<file path="config.mk">
export PLATFORM = sky130hd
export DESIGN_NAME = gate_array_pipe
export DESIGN_NICKNAME = d
export VERILOG_FILES = /design/src/rtl/gate_pkg.sv /design/src/rtl/gate_bitwise.sv /design/src/rtl/gate_array_pipe.sv
export SDC_FILE = /design/constraint.sdc
export NUM_CORES = 1
export LEC_CHECK = 0
export ABC_AREA = 0
export CAP_MARGIN = 10
export CORE_UTILIZATION = 52
export CTS_BUF_LIST = sky130_fd_sc_hd__clkbuf_8
export CTS_CLUSTER_SIZE = 14
export DETAILED_ROUTE_END_ITERATION = 8
export GPL_TIMING_DRIVEN = 0
export PLACE_DENSITY = 0.91
export SLEW_MARGIN = 10
export SYNTH_ARGS = -nofsm -noshare
export SYNTH_HDL_FRONTEND = slang
export SYNTH_HIERARCHICAL = 1
export SYNTH_SLANG_ARGS = --single-unit
</file>
<file path="constraint.sdc">
create_clock -name clk -period 2 [get_ports clk]
set_input_delay 0.2 -clock clk [delete_from_list [all_inputs] [get_ports clk]]
set_output_delay 0.2 -clock clk [all_outputs]
set_load 0.02 [all_outputs]
</file>
<file path="src/rtl/gate_pkg.sv">
// rtl/gate_pkg.sv - shared op encodings for the gate array pipeline
package gate_pkg;

    typedef logic [2:0] op_t;

    localparam op_t OP_AND  = 3'd0;
    localparam op_t OP_OR   = 3'd1;
    localparam op_t OP_NAND = 3'd2;
    localparam op_t OP_NOR  = 3'd3;
    localparam op_t OP_XOR  = 3'd4;
    localparam op_t OP_XNOR = 3'd5;
    localparam op_t OP_NOT  = 3'd6;
    localparam op_t OP_ILL  = 3'd7;

    function automatic logic is_illegal(input op_t op);
        return op == OP_ILL;
    endfunction

endpackage

</file>
<file path="src/rtl/gate_bitwise.sv">
// rtl/gate_bitwise.sv - combinational bitwise function selected by op
module gate_bitwise
    import gate_pkg::*;
#(
    parameter int WIDTH = 8
) (
    input  logic [WIDTH-1:0] a,
    input  logic [WIDTH-1:0] b,
    input  logic [2:0]       op,
    output logic [WIDTH-1:0] y
);

    // Pure decode of op; the illegal code yields all zeros.
    always_comb begin
        y = '0;
        case (op)
            OP_AND:  y = a & b;
            OP_OR:   y = a | b;
            OP_NAND: y = ~(a & b);
            OP_NOR:  y = ~(a | b);
            OP_XOR:  y = a ^ b;
            OP_XNOR: y = ~(a ^ b);
            OP_NOT:  y = ~a;
            OP_ILL:  y = '0;
        endcase
    end

endmodule

</file>
<file path="src/rtl/gate_array_pipe.sv">
// rtl/gate_array_pipe.sv - registered bitwise stage with handshake, counter and error flag
module gate_array_pipe
    import gate_pkg::*;
#(
    parameter int WIDTH = 8,
    parameter int CNT_W = 16
) (
    input  logic             clk,
    input  logic             rst_n,
    input  logic [WIDTH-1:0] a,
    input  logic [WIDTH-1:0] b,
    input  logic [2:0]       op,
    input  logic             in_valid,
    output logic             in_ready,
    output logic [WIDTH-1:0] y,
    output logic             y_any,
    output logic             y_all,
    output logic             out_valid,
    input  logic             out_ready,
    input  logic             cnt_clr,
    output logic [CNT_W-1:0] txn_cnt,
    output logic             op_err
);

    localparam logic [CNT_W-1:0] CNT_MAX = {CNT_W{1'b1}};
    localparam logic [CNT_W-1:0] CNT_ONE = {{(CNT_W-1){1'b0}}, 1'b1};

    logic [WIDTH-1:0] y_next;
    logic             in_xfer;
    logic             out_xfer;

    gate_bitwise #(
        .WIDTH(WIDTH)
    ) u_bitwise (
        .a  (a),
        .b  (b),
        .op (op),
        .y  (y_next)
    );

    // The single output slot frees up whenever it is empty or being drained.
    assign in_ready = !out_valid || out_ready;
    assign in_xfer  = in_valid && in_ready;
    assign out_xfer = out_valid && out_ready;

    // Output register: load on an input transfer, otherwise drop valid once drained.
    always_ff @(posedge clk or negedge rst_n) begin
        if (!rst_n) begin
            out_valid <= 1'b0;
            y         <= '0;
            y_any     <= 1'b0;
            y_all     <= 1'b0;
        end else if (in_xfer) begin
            out_valid <= 1'b1;
            y         <= y_next;
            y_any     <= |y_next;
            y_all     <= &y_next;
        end else if (out_xfer) begin
            out_valid <= 1'b0;
        end
    end

    // Saturating count of completed output handshakes; clear has priority.
    always_ff @(posedge clk or negedge rst_n) begin
        if (!rst_n) begin
            txn_cnt <= '0;
        end else if (cnt_clr) begin
            txn_cnt <= '0;
        end else if (out_xfer && (txn_cnt != CNT_MAX)) begin
            txn_cnt <= txn_cnt + CNT_ONE;
        end
    end

    // Sticky illegal-op flag; a new error beats a simultaneous clear.
    always_ff @(posedge clk or negedge rst_n) begin
        if (!rst_n) begin
            op_err <= 1'b0;
        end else if (in_xfer && is_illegal(op)) begin
            op_err <= 1'b1;
        end else if (cnt_clr) begin
            op_err <= 1'b0;
        end
    end

endmodule

</file>
==> impl_results.md, run 1 <==
* Number of nets in the layout at 332
* Number of flip-flops and latches in the synthesized netlist at 28
* Buffer and inverter count on the worst path at 2
* Maximum count of clock buffers along a single path at 2
* Global-route wire length before repair at 7914 microns
* CP Launch Type: flop
* Starting Density at 54.35%
* Final Max Tran Viols at 0
* Initial antenna violation count at 0
* Synth async-reset ratio at 100.0%
* First-pass iteration count of the detailed router at 4
* IO Pins at 53
* Area enclosed by the die boundary at 0.004474 sq mm
* Clock sink total at 28
* Detail-routed via count per cell at 5.924
* Clk Latency, worst-skew pair at 270 ps
* Share of total power in sequential cells at 44.0%
* Cell accounting for the most synthesized area: sky130_fd_sc_hd__dfrtp_1
* Die boundary width at about 67 microns
* Worst Min Path Start: cnt_clr
* Arrival @ worst endpoint at 2100 ps
* Setup TNS after final layout at 0 ps
* Die Y at ~67 microns
* Commonest cells after routing, fill and taps aside: sky130_fd_sc_hd__clkdlybuf4s50_1 (49), sky130_fd_sc_hd__dfrtp_1 (28), sky130_fd_sc_hd__a21oi_1 (22)
* FF-to-FF Start: txn_cnt[0]$_DFFE_PN0P_
* Ratio of total power to cell area at 499.9 mW/mm^2
* Final standard cell utilization of the core at 72.02%
* Overflow left after global routing at 0
* Starting DRC count in detailed routing at 195
* Top delay family on crit path: simple AND/OR/NAND/NOR gates
* Leak at 1.242 nW
* Number of standard-cell rows in the floorplan at 23
* EDFF count, synth at 0
* Instance count along the most critical hold path at 2
* Req. time, crit path at 2160 ps
* CP peak stage delay at 450 ps
* Clk network pwr share at 23.5%
* Hold Crit Endpoint: txn_cnt[4]$_DFFE_PN0P_
* Maximum fanout along the worst path at 9
* R2R Setup Slk at 60 ps
* TritonCTS buffer count at 3
* Crit share post-route at 97.06%
* Proportion of netlist area held by the largest area contributor at roughly 32%
* Number of port buffers at 51
* Clock slew at the register clock pins of the worst setup and hold paths at 90 ps
* Syn. warnings at 6
* Area growth from synthesis to layout at 32.51%
* RSZ-0062 raised after global routing: yes
* Maximum number of pins on one net before global-route repair at 29
* Slowest CP cell: sky130_fd_sc_hd__dfrtp_1
* Sequential-to-total area share from yosys stat at 32.00%
* Total wire length after detailed routing at 5167 microns
* Internal power consumption at 1.027 mW
* Critical path endpoint category: flop
* Final-report hold violation count at 0
* Synth top area cells: sky130_fd_sc_hd__dfrtp_1 (32%), sky130_fd_sc_hd__ha_1 (9.7%), sky130_fd_sc_hd__a21oi_1 (5.0%), sky130_fd_sc_hd__mux2_2 (4.1%), sky130_fd_sc_hd__nand2b_1 (4.0%)
* Final antenna diode count at 0
* Primary flip-flop cell chosen by synthesis mapping: sky130_fd_sc_hd__dfrtp_1
* ANT nets after route at 0
* Outcome: completed
* Top achievable clock speed at 515.1 MHz
* Final hold slack at 367.0 ps
* CTS H-tree depth at 1
* Detailed-route via count at between 2000 and 2500
* Global routing usage summed across all routing layers at a little under a quarter
* HPWL after detailed placement at 3729 microns
* Share of layout cells above drive strength 1 at between 10% and 20%
* Setup clock skew after layout at 7.022 ps
* Leading cell type in the layout, fill and taps excluded: sky130_fd_sc_hd__clkdlybuf4s50_1
* Routed WL per cell at about 15 microns
* Maximum vdd ir drop at 0.0002750 V
* Minimum period implied by the final worst setup slack at 1941 ps
* Relative slew slack at 59.33%
* Std-Cell Core Area at between 0.004 and 0.005 sq mm
* Mean instance size in the synthesized netlist at 9.604 sq um
* Logic pwr share at approximately 33%
* Final weighted congestion in routability-driven placement at 0.8095
* MaxCap Viol Count at 0
* Crit path cell chain: buf_4 -> nand3_1 -> or3_1 -> clkbuf_2 -> nor4b_2 -> mux2_1
* Switching part of the total at 29.21%
* R2R Path End: txn_cnt[15]$_DFFE_PN0P_
* Clock tree from TritonCTS: done
* DRC at 0
* Depth of the most critical reg-to-reg path at 6
* Distinct cell type count after synthesis at between 40 and 50
* Kind of critical path: reg2reg
* Switching power summed over all nets at 423.7 uW
* Final setup violation count at 0
* Root buffer cell: sky130_fd_sc_hd__clkbuf_8
* Number of instances in the synthesized netlist at between 200 and 250
* Slew at the pin closest to its max-slew limit at 610.1 ps
* Vias in the first global route at 1845
* Synthesized net count at 269
* Synthesized cell area at between 0.002 and 0.0025 sq mm
* Worst min-delay path category: in2reg
[metrics by stage]
| step | instances | area, sq um | worst slack (ps) | power [mW] |
|---|---|---|---|---|
| final | 340 | 2902 | 58.81 | 1.451 |
| after global routing | 340 | 2902 | -27.71 | 1.530 |
| after CTS | 333 | 2818 | 13.75 | 1.443 |
| after detailed placement | 329 | 2763 | -274.2 | 1.106 |
| after global placement | 329 | 2763 | -142.5 | 1.092 |
| after floorplan | 228 | 2190 | 60.54 | 0.9059 |
[worst max path at each step]
stage                            from                       to  slack [ps]  cells past startpoint
6_report       txn_cnt[0]$_DFFE_PN0P_  txn_cnt[15]$_DFFE_PN0P_          60                      6
4_1_cts                          a[5]        y_any$_DFFE_PN0P_          10                      9
3_3_place_gp                     a[0]        y_any$_DFFE_PN0P_        -140                      9
3_5_place_dp                     a[5]        y_any$_DFFE_PN0P_        -270                      9
2_1_floorplan  txn_cnt[0]$_DFFE_PN0P_  txn_cnt[14]$_DFFE_PN0P_          60                      6
5_1_grt        txn_cnt[1]$_DFFE_PN0P_  txn_cnt[14]$_DFFE_PN0P_         -30                      6
[cell type report]
| class | instances | area (sq um) |
|---|---|---|
| Clock buffer | 4 | 55.05 |
| Multi-Input combinational cell | 165 | 1329 |
| Fill cell | 298 | 1127 |
| Timing Repair Buffer | 58 | 563.0 |
| Buffer | 15 | 116.4 |
| Sequential cell | 28 | 700.7 |
| Tap cell | 50 | 62.56 |
| Inverter | 20 | 75.07 |
[what timing repair did]
action	in CTS	in global routing
endpoints found under the hold margin	0	28
buffers inserted	0	6
endpoints found under the setup margin	0	15
resized for setup	0	6
hold buffers	0	1
[power by group through the flow]
| stage | Combinational, mW | Clock [mW] | Sequential (mW) |
|---|---|---|---|
| floorplan | 0.209 | 0 | 0.697 |
| global placement | 0.445 | 0 | 0.647 |
| detailed placement | 0.459 | 0 | 0.647 |
| CTS | 0.460 | 0.346 | 0.637 |
| global route | 0.509 | 0.378 | 0.644 |
| finish | 0.471 | 0.341 | 0.638 |
[cell usage after synthesis (7+ instances only)]
| master | count |
|---|---|
| sky130_fd_sc_hd__o31ai_1 | 11 |
| sky130_fd_sc_hd__nand2_1 | 7 |
| sky130_fd_sc_hd__xnor2_1 | 8 |
| sky130_fd_sc_hd__nor3_2 | 7 |
| sky130_fd_sc_hd__a21oi_1 | 22 |
| sky130_fd_sc_hd__ha_1 | 17 |
| sky130_fd_sc_hd__inv_1 | 20 |
| sky130_fd_sc_hd__or4_1 | 8 |
| sky130_fd_sc_hd__dfrtp_1 | 28 |
| sky130_fd_sc_hd__mux2_2 | 8 |
| sky130_fd_sc_hd__nand2b_1 | 14 |
[metal layers]
metal  GRT usage (%)  vias to the layer above  wire, microns
met3           1.199                        7            197
met1           28.77                      982           2242
met5               0                        -              0
met2           41.67                       68           2680
li1                -                      957              -
met4           6.383                        0             46
[flip-flops by register name, indices dropped and copies added (netlist names)]
signal and count:
out_valid 1, y_any 1, y_all 1, op_err 1, y 8, txn_cnt 16
[cells by family after synthesis]
group	Yosys count	share of synthesized area, %
compound gates	51	16.00
xor+xnor	8	3.200
fa+ha+maj	17	9.714
buf+inv	35	8.742
flops	28	32.00
mux	10	5.143
simple gates	79	25.20
(Power assumes the default switching activity.)
==> run 2, diff against run 1 <==
==> constraint.sdc (replaced) <==
create_clock -name clk -period 2 [get_ports clk]
set_input_delay 0.2 -clock clk [delete_from_list [all_inputs] [get_ports clk]]
set_output_delay 0.2 -clock clk [all_outputs]
set_load 0.1 [all_outputs]
==> impl_results.md, run 2 (synthesis results as in run 1) <==
* Top delay family on crit path: buffers and inverters
* Clk Latency, worst-skew pair at between 200 and 300 ps
* Overflow left after global routing at 0
* Number of port buffers at between 50 and 60
* Req. time, crit path at around 1800 ps
* IO Pins at 53
* Slew at the pin closest to its max-slew limit at ~980 ps
* Fill count at 315
* Final hold slack at between 300 and 400 ps
* Maximum number of pins on one net before global-route repair at 29
* Maximum vdd ir drop at around 0.00026 V
* Critical path launch point: y_any$_DFFE_PN0P_
* HPWL after detailed placement at 3805 microns
* Total wire length after detailed routing at 4826 microns
* Routed WL per cell at 14.36 microns
* Starting Density at 54.35%
* Minimum period implied by the final worst setup slack at 1972 ps
* Final weighted congestion in routability-driven placement at 0.7895
* Setup clock skew after layout at between 3 and 4 ps
* MaxCap Viol Count at 0
* FF-to-FF Start: txn_cnt[3]$_DFFE_PN0P_
* Top flop regs: txn_cnt (16), y (8)
* CTS H-tree depth at 1
* Flip-flop count of the largest register, all copies and words added at 16
* Global-route wire length before repair at 8010 microns
* R2R Setup Slk at 130 ps
* Vias in the first global route at between 1500 and 2000
* Area of combinational cells with multiple inputs at ~0.0013 sq mm
* Final Max Tran Viols at 0
* Worst min-delay path category: in2reg
* Clock sink total at 28
* Ratio of total power to cell area at 587.5 mW/mm^2
* Biggest register: txn_cnt
* Worst Min Path Start: cnt_clr
* Total Power Consumption at 1.722 mW
* Die Y at 66.89 microns
* Final setup violation count at 0
* TritonCTS buffer count at 3
* Crit share post-route at a little over nine tenths
* Die boundary width at 66.89 microns
* Clock tree from TritonCTS: done
* Detail-routed via count per cell at between 5 and 6
* First-pass iteration count of the detailed router at 4
* DRC at 0
* Area enclosed by the die boundary at 0.004474 sq mm
* Global routing usage summed across all routing layers at 23.46%
* Std-Cell Core Area at 0.004029 sq mm
* Buffer and inverter count on the worst path at 1
* Final antenna diode count at 0
* Maximum count of clock buffers along a single path at 2
* Clock slew at the register clock pins of the worst setup and hold paths at 90 ps
* Depth of the most critical reg-to-reg path at 5
* Maximum fanout along the worst path at 2
* Area growth from synthesis to layout at 33.83%
* Total cell area at the placement stage at 0.002846 sq mm
* Critical Path Stages at 1
* Final-report hold violation count at 0
* Crit path capture: y_any
* Commonest cells after routing, fill and taps aside: sky130_fd_sc_hd__a21oi_1 (22), sky130_fd_sc_hd__clkdlybuf4s50_1 (22), sky130_fd_sc_hd__inv_1 (20)
* Kind of critical path: reg2out
* FF/Latch Area at 752.0 sq um
* Initial antenna violation count at 0
* Critical path endpoint category: output pin
* Root buffer cell: sky130_fd_sc_hd__clkbuf_8
* Final design area excluding fillers at roughly 0.0029 sq mm
* Top achievable clock speed at 507.2 MHz
* Relative slew slack at 34.69%
* Slowest CP cell: sky130_fd_sc_hd__clkdlybuf4s50_1
* Number of nets in the layout at 328
* CP Launch Type: flop
* Leak at around 1.4 nW
* Number of standard-cell rows in the floorplan at 23
* CP peak stage delay at 1140 ps
* Share of layout cells above drive strength 1 at roughly a fifth
* Starting DRC count in detailed routing at 99
* ANT nets after route at 0
* Arrival @ worst endpoint at 1770 ps
* Detailed-route via count at 1949
* Crit path cell chain: clkdlybuf4s50_1
* R2R Path End: txn_cnt[15]$_DFFE_PN0P_
* Outcome: completed
-- run 2: worst reg2reg max path, stage by stage (launching register included) --
cell	delay, ps
sky130_fd_sc_hd__dfrtp_4	450
sky130_fd_sc_hd__nand4_2	160
sky130_fd_sc_hd__or3_1	370
sky130_fd_sc_hd__clkbuf_2	180
sky130_fd_sc_hd__nor4b_2	260
sky130_fd_sc_hd__mux2_1	340
-- run 2: worst min path at each step --
stage          slack [ps]  cells after the start                      to
4_1_cts               320                      2  txn_cnt[3]$_DFFE_PN0P_
3_3_place_gp          480                      1       y_any$_DFFE_PN0P_
6_report              330                      2  txn_cnt[1]$_DFFE_PN0P_
2_1_floorplan        -100                      0      op_err$_DFFE_PN0P_
3_5_place_dp          470                      1       y_any$_DFFE_PN0P_
5_1_grt               340                      2  txn_cnt[3]$_DFFE_PN0P_
-- run 2: final cells by class --
cell class	instances	share of cell area, %
timing repair buffer	54	18.06
sequential	28	25.66
tap	50	2.135
multi-input combinational	165	45.39
clock buffer	4	1.879
buffer	15	4.313
inverter	20	2.562
-- run 2: what timing repair did --
| item | 4_1_cts | 5_1_grt |
|---|---|---|
| pin swaps | 0 | 3 |
| endpoints found under the hold margin | 0 | 28 |
| hold buffers | 0 | 1 |
| buffers inserted | 0 | 2 |
| endpoints found under the setup margin | 19 | 18 |
| resized for setup | 19 | 11 |
-- run 2: power breakdown --
part | leakage, nW | internal (mW) | switching [mW] | total [mW]
Sequential | 0.335 | 0.611 | 0.0277 | 0.639
Clock | 0.0288 | 0.176 | 0.174 | 0.350
Combinational | 1.00 | 0.232 | 0.500 | 0.733
Total | 1.37 | 1.02 | 0.702 | 1.72
-- run 2: metal layers --
| metal | wire, microns | track usage [%] | up-vias |
|---|---|---|---|
| li1 | - | - | 952 |
| met1 | 1952 | 27.02 | 926 |
| met2 | 2602 | 44.32 | 64 |
| met3 | 196 | 2.055 | 7 |
| met4 | 74 | 8.245 | 0 |
| met5 | 0 | 0 | - |
-- run 2: metrics by stage --
step | TNS [ps] | instances | setup WS, ps | util [%]
2_1_floorplan | 0 | 228 | 13.31 | -
3_3_place_gp | -547.6 | 329 | -176.1 | 70.65
3_5_place_dp | -759.9 | 329 | -209.6 | 70.65
4_1_cts | 0 | 333 | 0.5781 | 71.43
5_1_grt | -9.656 | 336 | -9.656 | 72.73
6_report | 0 | 336 | 28.39 | 72.73
